### src/rtl/rodizio_motores_n_if.sv
`default_nettype none
// ============================================================================
// Module   : rodizio_motores_n_if
// Purpose  : Button, level, mask and motor-drive signals of the round-robin
//            motor rotation controller.
// Revision : 1.0 - initial release
// ============================================================================
interface rodizio_motores_n_if #(
  parameter int N_MOTORS = 4,
  parameter int IDXW     = $clog2(N_MOTORS)
);
  logic                btn_start;
  logic                btn_stop;
  logic                btn_reset;
  logic                test_mode;
  logic [N_MOTORS-1:0] motor_en;
  logic [N_MOTORS-1:0] motor_on;
  logic [IDXW-1:0]     active_idx;
  logic                running;
  logic                timer_led;
  logic                heartbeat;
  logic                fault;

  // Board side: drives buttons and mask, observes the drives and LEDs
  modport master (
    output btn_start, btn_stop, btn_reset, test_mode, motor_en,
    input  motor_on, active_idx, running, timer_led, heartbeat, fault
  );

  // Controller side
  modport slave (
    input  btn_start, btn_stop, btn_reset, test_mode, motor_en,
    output motor_on, active_idx, running, timer_led, heartbeat, fault
  );
endinterface
`default_nettype wire

### src/rtl/rodizio_motores_n.sv
`default_nettype none
// ============================================================================
// Module   : rodizio_motores_n
// Purpose  : Round-robin rotation controller for N_MOTORS motors. One motor
//            runs at a time for a programmable number of seconds, with an
//            optional all-off gap; masked motors are skipped.
// Revision : 1.0 - initial release
// ============================================================================
module rodizio_motores_n #(
  parameter int N_MOTORS   = 4,
  parameter int CLK_HZ     = 25_000_000,
  parameter int T_NORMAL_S = 30,
  parameter int T_TEST_S   = 3,
  parameter int DEAD_S     = 0,
  parameter int DB_MS      = 10
) (
  input  logic               clk,
  input  logic               rst_n,
  rodizio_motores_n_if.slave bus
);
  localparam int          IDXW       = $clog2(N_MOTORS);
  localparam int          c_db_raw   = CLK_HZ / 1000 * DB_MS;
  localparam int          c_db_cyc   = (c_db_raw < 1) ? 1 : c_db_raw;
  localparam int          c_dbw      = $clog2(c_db_cyc + 1);
  localparam int          c_prew     = $clog2(CLK_HZ);
  localparam logic [15:0] c_t_normal = 16'(T_NORMAL_S);
  localparam logic [15:0] c_t_test   = 16'(T_TEST_S);
  localparam logic [15:0] c_dead     = 16'(DEAD_S);

  typedef enum logic [1:0] {S_IDLE = 2'd0, S_RUN = 2'd1, S_DEAD = 2'd2} state_t;

  // Channel order: 0 start, 1 stop, 2 reset, 3 test level
  logic [3:0]          w_raw;
  logic [3:0]          r_sync1, r_sync2;
  logic [3:0]          w_stable;
  logic [2:0]          r_pulse_d;
  logic [N_MOTORS-1:0] r_en1, r_en2;
  logic                w_start_p, w_stop_p, w_reset_p, w_test;

  assign w_raw = {bus.test_mode, bus.btn_reset, bus.btn_stop, bus.btn_start};

  // Two-flop synchronisers for buttons, test level and the enable mask
  always_ff @(posedge clk) begin
    if (!rst_n) begin
      r_sync1 <= '0;
      r_sync2 <= '0;
      r_en1   <= '0;
      r_en2   <= '0;
    end else begin
      r_sync1 <= w_raw;
      r_sync2 <= r_sync1;
      r_en1   <= bus.motor_en;
      r_en2   <= r_en1;
    end
  end

  generate
    for (genvar g = 0; g < 4; g++) begin : g_db
      logic [c_dbw-1:0] r_cnt;
      logic             r_stb;
      // Accept a new level once it has disagreed for c_db_cyc+1 cycles in a row
      always_ff @(posedge clk) begin
        if (!rst_n) begin
          r_cnt <= '0;
          r_stb <= 1'b0;
        end else if (r_sync2[g] != r_stb) begin
          if (r_cnt == c_dbw'(c_db_cyc)) begin
            r_stb <= r_sync2[g];
            r_cnt <= '0;
          end else begin
            r_cnt <= r_cnt + 1'b1;
          end
        end else begin
          r_cnt <= '0;
        end
      end
      assign w_stable[g] = r_stb;
    end
  endgenerate

  // Delayed debounced buttons for single-cycle rising-edge pulses
  always_ff @(posedge clk) begin
    if (!rst_n) r_pulse_d <= '0;
    else        r_pulse_d <= w_stable[2:0];
  end

  assign w_start_p = w_stable[0] & ~r_pulse_d[0];
  assign w_stop_p  = w_stable[1] & ~r_pulse_d[1];
  assign w_reset_p = w_stable[2] & ~r_pulse_d[2];
  assign w_test    = w_stable[3];

  logic [c_prew-1:0] r_pre_cnt, r_tl_cnt, r_hb_cnt;
  logic              r_tl, r_hb, w_tick;

  assign w_tick = (r_pre_cnt == c_prew'(CLK_HZ - 1));

  // Free-running prescalers: 1 Hz tick, 1 Hz timer LED phase, ~2 Hz heartbeat
  always_ff @(posedge clk) begin
    if (!rst_n) begin
      r_pre_cnt <= '0;
      r_tl_cnt  <= '0;
      r_hb_cnt  <= '0;
      r_tl      <= 1'b0;
      r_hb      <= 1'b0;
    end else begin
      r_pre_cnt <= w_tick ? '0 : r_pre_cnt + 1'b1;
      if (r_tl_cnt == c_prew'(CLK_HZ / 2 - 1)) begin
        r_tl_cnt <= '0;
        r_tl     <= ~r_tl;
      end else begin
        r_tl_cnt <= r_tl_cnt + 1'b1;
      end
      if (r_hb_cnt == c_prew'(CLK_HZ / 4 - 1)) begin
        r_hb_cnt <= '0;
        r_hb     <= ~r_hb;
      end else begin
        r_hb_cnt <= r_hb_cnt + 1'b1;
      end
    end
  end

  // First enabled index at base+off, base+off+1, ... (wrapping); the whole
  // ring is scanned, so with off=1 the base itself is the last candidate.
  function automatic logic [IDXW-1:0] f_search(input logic [IDXW-1:0] base,
                                               input logic [N_MOTORS-1:0] mask,
                                               input int off);
    logic [IDXW-1:0] res;
    int              j;
    res = base;
    for (int k = N_MOTORS - 1; k >= 0; k--) begin
      j = int'(base) + off + k;
      if (j >= N_MOTORS) j = j - N_MOTORS;
      if (mask[IDXW'(j)]) res = IDXW'(j);
    end
    return res;
  endfunction

  state_t          r_state, w_state_nxt;
  logic [IDXW-1:0] r_idx, w_idx_nxt, w_first, w_next;
  logic [15:0]     r_sec, w_target;
  logic            r_fault, w_fault_nxt, w_clr, w_any;

  assign w_any    = |r_en2;
  assign w_first  = f_search(r_idx, r_en2, 0);
  assign w_next   = f_search(r_idx, r_en2, 1);
  assign w_target = w_test ? c_t_test : c_t_normal;

  // Next-state decision in priority order: reset, stop, start, mask drop / expiry
  always_comb begin
    w_state_nxt = r_state;
    w_idx_nxt   = r_idx;
    w_fault_nxt = r_fault;
    w_clr       = 1'b0;
    if (w_reset_p) begin
      w_state_nxt = S_IDLE;
      w_idx_nxt   = '0;
      w_fault_nxt = 1'b0;
      w_clr       = 1'b1;
    end else if (w_stop_p) begin
      if (r_state != S_IDLE) begin
        w_state_nxt = S_IDLE;
        w_clr       = 1'b1;
      end
    end else if (w_start_p && r_state == S_IDLE) begin
      w_clr = 1'b1;
      if (w_any) begin
        w_state_nxt = S_RUN;
        w_idx_nxt   = w_first;
        w_fault_nxt = 1'b0;
      end else begin
        w_fault_nxt = 1'b1;
      end
    end else begin
      case (r_state)
        S_RUN: begin
          if (!r_en2[r_idx] || r_sec >= w_target) begin
            w_clr = 1'b1;
            if (!w_any) begin
              w_state_nxt = S_IDLE;
              w_fault_nxt = 1'b1;
            end else if (DEAD_S > 0) begin
              w_state_nxt = S_DEAD;
            end else begin
              w_idx_nxt = w_next;
            end
          end
        end
        S_DEAD: begin
          if (r_sec >= c_dead) begin
            w_clr = 1'b1;
            if (!w_any) begin
              w_state_nxt = S_IDLE;
              w_fault_nxt = 1'b1;
            end else begin
              w_state_nxt = S_RUN;
              w_idx_nxt   = w_next;
            end
          end
        end
        default: ;
      endcase
    end
  end

  // State, rotation pointer, fault flag and saturating seconds counter
  always_ff @(posedge clk) begin
    if (!rst_n) begin
      r_state <= S_IDLE;
      r_idx   <= '0;
      r_fault <= 1'b0;
      r_sec   <= '0;
    end else begin
      r_state <= w_state_nxt;
      r_idx   <= w_idx_nxt;
      r_fault <= w_fault_nxt;
      if (w_clr)
        r_sec <= '0;
      else if (w_tick && r_state != S_IDLE && r_sec != 16'hFFFF)
        r_sec <= r_sec + 16'd1;
    end
  end

  assign bus.motor_on   = (r_state == S_RUN) ? (N_MOTORS'(1) << r_idx) : '0;
  assign bus.active_idx = r_idx;
  assign bus.running    = (r_state != S_IDLE);
  assign bus.timer_led  = (r_state != S_IDLE) & r_tl;
  assign bus.heartbeat  = r_hb;
  assign bus.fault      = r_fault;
endmodule
`default_nettype wire

### src/flat_wrapper.sv
// flat-port wrapper written by rule: the top's interface ports become plain ports
module rodizio_motores_n_flat 
#(
  parameter int N_MOTORS   = 4,
  parameter int CLK_HZ     = 25_000_000,
  parameter int T_NORMAL_S = 30,
  parameter int T_TEST_S   = 3,
  parameter int DEAD_S     = 0,
  parameter int DB_MS      = 10
)
  (clk, rst_n, bus_btn_start, bus_btn_stop, bus_btn_reset, bus_test_mode, bus_motor_en, bus_motor_on, bus_active_idx, bus_running, bus_timer_led, bus_heartbeat, bus_fault);
  rodizio_motores_n_if #(.N_MOTORS(N_MOTORS)) bus_i ();
  input  logic clk;
  input  logic rst_n;
  input wire logic [$bits(bus_i.btn_start)-1:0] bus_btn_start;
  input wire logic [$bits(bus_i.btn_stop)-1:0] bus_btn_stop;
  input wire logic [$bits(bus_i.btn_reset)-1:0] bus_btn_reset;
  input wire logic [$bits(bus_i.test_mode)-1:0] bus_test_mode;
  input wire logic [$bits(bus_i.motor_en)-1:0] bus_motor_en;
  output wire logic [$bits(bus_i.motor_on)-1:0] bus_motor_on;
  output wire logic [$bits(bus_i.active_idx)-1:0] bus_active_idx;
  output wire logic [$bits(bus_i.running)-1:0] bus_running;
  output wire logic [$bits(bus_i.timer_led)-1:0] bus_timer_led;
  output wire logic [$bits(bus_i.heartbeat)-1:0] bus_heartbeat;
  output wire logic [$bits(bus_i.fault)-1:0] bus_fault;
  assign bus_i.btn_start = bus_btn_start;
  assign bus_i.btn_stop = bus_btn_stop;
  assign bus_i.btn_reset = bus_btn_reset;
  assign bus_i.test_mode = bus_test_mode;
  assign bus_i.motor_en = bus_motor_en;
  assign bus_motor_on = bus_i.motor_on;
  assign bus_active_idx = bus_i.active_idx;
  assign bus_running = bus_i.running;
  assign bus_timer_led = bus_i.timer_led;
  assign bus_heartbeat = bus_i.heartbeat;
  assign bus_fault = bus_i.fault;
  rodizio_motores_n #(.N_MOTORS(N_MOTORS), .CLK_HZ(CLK_HZ), .T_NORMAL_S(T_NORMAL_S), .T_TEST_S(T_TEST_S), .DEAD_S(DEAD_S), .DB_MS(DB_MS)) u_core (.clk(clk), .rst_n(rst_n), .bus(bus_i));
endmodule
### config.mk
export PLATFORM = sky130hd
export DESIGN_NAME = rodizio_motores_n_flat
export DESIGN_NICKNAME = d
export VERILOG_FILES = /design/src/rtl/rodizio_motores_n_if.sv /design/src/rtl/rodizio_motores_n.sv /design/src/flat_wrapper.sv
export SDC_FILE = /design/constraint.sdc
export NUM_CORES = 1
export LEC_CHECK = 0
export ABC_AREA = 0
export ABC_CLOCK_PERIOD_IN_PS = 3000
export CORE_MARGIN = 8
export CORE_UTILIZATION = 45
export DETAILED_ROUTE_END_ITERATION = 6
export PLACE_DENSITY = 0.64
export SLEW_MARGIN = 20
export SYNTH_ARGS = -nofsm -noshare
export SYNTH_HDL_FRONTEND = slang
export SYNTH_SLANG_ARGS = --single-unit
### constraint.sdc
create_clock -name clk -period 3 [get_ports clk]
set_clock_uncertainty 0.2 [all_clocks]
set_input_delay 0.45 -clock clk [delete_from_list [all_inputs] [get_ports clk]]
set_output_delay 0.45 -clock clk [all_outputs]
set_load 0.005 [all_outputs]
==> results <==
- The fraction of synthesized area in multiplexers is 0.00997.
- The power spent charging and discharging nets is 1.10 mW.
- In this run the worst path has a maximum fanout of 7.
- The top-level I/O count is 20.
- The clock latency on the worst-skew pair is 0.43 ns.
- The final-report max-slew violation count is 0.
- TritonCTS built the clock tree.
- The share of total power dissipated in the clock network is 0.462.
- The largest net degree at the start of global routing is 26.
- The share of the Yosys chip area taken by registers is 0.457.
- The total area inside the core boundary comes to 18500 µm².
- The number of warnings reported in the yosys synthesis log is 0.
- The tightest min-delay check is of the reg -> reg type.
- The share of total power consumed by net switching is 0.220.
- The main combinational cell family by area after synthesis is simple AND/OR/NAND/NOR gates.
- Buffers placed on the I/O ports in this run total 19.
- The routability-driven placement congestion ratio is 0.757.
- The routed layout has 6153 vias.
- The root buffer cell chosen for the clock tree is sky130_fd_sc_hd__clkbuf_16.
- The final worst-path setup slack is 0.546 ns.
- Setup repair after global routing left no endpoint under its margin.
- The number of global-route vias before repair is 5853.
- The height of the die is 153 µm.
- In the global route stage, overall resource usage came out at 0.133.
- In this run the number of H-tree levels came out at 4.
- The xor and xnor area share after synthesis is 0.143.
- Counting flops with a built-in enable in the synthesized netlist gives 0.
- Compared with the post-synthesis result, the final layout area differs by 12.7%.
- After synthesis, the mean cell area works out to 8.81 µm².
- The ratio of cells with drive above 1 in the final layout is 0.0564.
- The library cell used most frequently in the layout, excluding fill and tap cells, is sky130_fd_sc_hd__dfxtp_1.
- At the worst endpoint, the required time is 2.35 ns.
- The number of hold buffers added after cts is 0.
- The sum of routed wire length over all layers is 14.7 mm.
- The shortest period the worst path allows is 2.45 ns.
- Dividing the detail-routed wire length by the instance count gives 12.0 µm.
- The post-detailed-placement cell area is 8860 µm².
- For the pin with the worst max-slew slack, the measured transition is 0.683 ns.
- The post-synthesis net count is 984.
- The clock net sink count is 192.
- The floorplan step set the die width to 153 µm.
- The flip-flop and latch count after synthesis is 192.
- Across the run, the number of max-cap violations was 0.
- The number of remaining DRC errors is 0.
- Synthesis instantiated 54 different standard cells from the library.
- For the worst setup path, the data arrival time is 1.80 ns.
- The leakage component of the power is 3.31 nW.
- The row count is 50.
- The worst slack on hold paths is 0.235 ns.
- Derived from the worst setup path, the maximum achievable clock frequency is 408 MHz.
- The number of antenna cells inserted is 0.
- The post-placement cell count is 1195.
- The part of the total power dissipated in sequential elements is 0.519.
- The fill cell total of the finished layout is 1762.
- Summing all non-filler instances in the final layout gives an area of 9470 µm².
- The post-DP HPWL is 10.3 mm.
- Dividing total power by cell area gives a power density of 526 nW/µm².
- The type of element capturing the critical path is an output pin.
- After technology mapping, the gate count stands at 954.
- The total CTS buffers is 17.
- Measured against its own limit, the worst slew margin works out to 0.543.
- The number of vias per cell is 5.01.
- The die outline area is 23300 µm².
- Of the total synthesized cell area, the portion taken by AND, OR, NAND and NOR gates is 0.299.
- In the finished design, the share of the clock period the worst path needs comes to 0.818.
- The buffer levels on the longest clock path is 2.
- The net total in the final layout is 1010.
- The number of cells upsized or downsized after cts is 0.
- The number of iterations in the first detailed-routing pass is 4.
- The number of endpoints with negative hold slack in the final report is 0.
- The startpoint type of the worst setup path is a register.
- Of the total synthesized cell area, the portion taken by full adders, half adders and majority gates is 0.0298.
- The synthesized netlist occupies a cell area of 8410 µm².
- After the first detailed-routing iteration, the DRC count stood at 294.
- The run finished with clean final reports.
- The count of nets left with antenna violations once routing finished came out at 0.
- The wire length of the first global-routing pass is 26.5 mm.
- The post-synthesis compound-gate area fraction is 0.0380.
- The internal power is 3.89 mW.
- The worst setup slack before clock tree synthesis is 0.590 ns.
- Summed over all layers, the global routing overflow is 0.
- The initial antenna violation count is 0.
- The share of total power dissipated in combinational logic is 0.019.
- The buffer count from post-CTS setup fixing is 0.
- The starting density of the core is 0.454.
- IR analysis of the VDD net gives a maximum drop of 0.363 mV.
- Setup violations remaining at the end of the flow were counted as 0.
- The category of the most critical setup path is reg -> out.
- The share of flip-flops with an asynchronous set or reset after synthesis is 0.
- Clock-pin slew was measured on the worst setup and hold paths at 0.06 ns.
- Leaving out fill and tap cells, the most frequent cells in the layout are sky130_fd_sc_hd__dfxtp_1, sky130_fd_sc_hd__nor2_1, sky130_fd_sc_hd__xor2_1.
- After routing, the total negative slack on setup checks comes to 0 ns.
- The finished layout holds 1227 standard cells, fillers aside.
- The commonest register cell after synthesis is sky130_fd_sc_hd__dfxtp_1.
state kept, by name, summed over array words and instances (netlist names):
register               count
u_core.g_db.r_cnt         72
u_core.r_hb_cnt           25
u_core.r_pre_cnt          25
u_core.r_tl_cnt           25
u_core.r_sec              16
u_core.g_db.r_stb          4
u_core.r_en1               4
u_core.r_en2               4
u_core.r_sync1             4
u_core.r_sync2             4
u_core.r_pulse_d           3
u_core.bus.active_idx      2
u_core.bus.fault           1
u_core.bus.heartbeat       1
u_core.r_state             1
u_core.r_tl                1
cell usage after synthesis (3+ instances only):
master,n,area (µm²)
sky130_fd_sc_hd__buf_2,9,45.0
sky130_fd_sc_hd__xnor2_1,51,447
sky130_fd_sc_hd__o22ai_1,3,18.8
sky130_fd_sc_hd__nor3b_1,3,22.5
sky130_fd_sc_hd__nand3b_1,6,45.0
sky130_fd_sc_hd__xor2_1,86,753
sky130_fd_sc_hd__and3_1,25,156
sky130_fd_sc_hd__nand2_1,63,236
sky130_fd_sc_hd__nand2b_1,4,25.0
sky130_fd_sc_hd__nand4b_1,3,26.3
sky130_fd_sc_hd__mux2i_1,5,50.1
sky130_fd_sc_hd__a21oi_1,17,85.1
sky130_fd_sc_hd__nor2_1,191,717
sky130_fd_sc_hd__nor4_1,13,81.3
sky130_fd_sc_hd__a211oi_1,3,22.5
sky130_fd_sc_hd__nor2b_1,7,43.8
sky130_fd_sc_hd__nor3_1,23,115
sky130_fd_sc_hd__clkbuf_1,10,37.5
sky130_fd_sc_hd__inv_1,26,97.6
sky130_fd_sc_hd__nor4b_1,4,35.0
sky130_fd_sc_hd__dfxtp_1,192,3840
sky130_fd_sc_hd__and4_1,8,70.1
sky130_fd_sc_hd__nor2_2,3,18.8
sky130_fd_sc_hd__or4_1,4,30.0
sky130_fd_sc_hd__nand3_1,63,315
sky130_fd_sc_hd__or3_1,5,31.3
sky130_fd_sc_hd__a31oi_1,3,18.8
sky130_fd_sc_hd__o21ai_0,11,55.1
sky130_fd_sc_hd__ha_1,20,250
sky130_fd_sc_hd__nand4_1,26,163
sky130_fd_sc_hd__and2_1,37,231
power by group through the flow:
stage / Combinational, mW / Clock, mW / Sequential (mW)
after CTS: 0.0983 / 2.38 / 2.59
after global placement: 0.0972 / 0 / 2.65
final: 0.0952 / 2.30 / 2.59
after detailed placement: 0.0977 / 0 / 2.65
after floorplan: 0.0648 / 0 / 2.64
after global routing: 0.109 / 2.48 / 2.59
worst paths after layout:
check	from	to	slack [ns]	depth (start not counted)
hold / removal	u_core.r_sync1[3]$_SDFF_PN0_	u_core.r_sync2[3]$_SDFF_PN0_	0.24	1
setup / recovery	u_core.bus.active_idx[1]$_SDFFE_PP0P_	bus_motor_on[0]	0.55	4
hold reg to reg	u_core.r_sync1[3]$_SDFF_PN0_	u_core.r_sync2[3]$_SDFF_PN0_	0.24	1
setup reg to reg	u_core.g_db[3].r_cnt[2]$_SDFF_PP0_	u_core.g_db[3].r_cnt[16]$_SDFF_PP0_	0.62	4
critical path, cell delays in order (launching register included):
cell	delay, ns
sky130_fd_sc_hd__dfxtp_1	0.45
sky130_fd_sc_hd__inv_1	0.15
sky130_fd_sc_hd__ha_1	0.21
sky130_fd_sc_hd__and2_1	0.15
sky130_fd_sc_hd__clkdlybuf4s50_1	0.44
area by class of cell:
cell class                      count  area (µm²)  area share
Inverter                           26        97.6      0.0103
Multi-Input combinational cell    715        4370       0.461
Timing Repair Buffer               28         258      0.0272
Sequential cell                   192        3840       0.406
Clock buffer                       18         439      0.0464
Tap cell                          234         293      0.0309
Clock inverter                     14         170      0.0180
per-stage QoR:
step                total power [mW]   util
floorplan                       2.71      -
global placement                2.74  0.479
detailed placement              2.74  0.479
CTS                             5.06  0.511
global route                    5.18  0.511
finish                          4.98  0.511
cells by family after synthesis:
kind of cell | count (synthesis)
and+or+nand+nor | 500
DFF | 192
xor gates and xnor gates | 137
AOI/OAI and AO/OA | 50
buffers and inverters | 47
adders and majority gates | 20
muxes | 8
per-layer routing:
metal | up-vias | track usage | share of wire | routed length [µm]
li1 | 3269 | - | - | -
met1 | 2834 | 0.173 | 0.51 | 7490
met2 | 44 | 0.210 | 0.46 | 6710
met3 | 6 | 0.0366 | 0.028 | 417
met4 | 0 | 0.0391 | 0.0053 | 78
met5 | - | 0 | 0 | 0
Power figures use the tool's default switching activity.
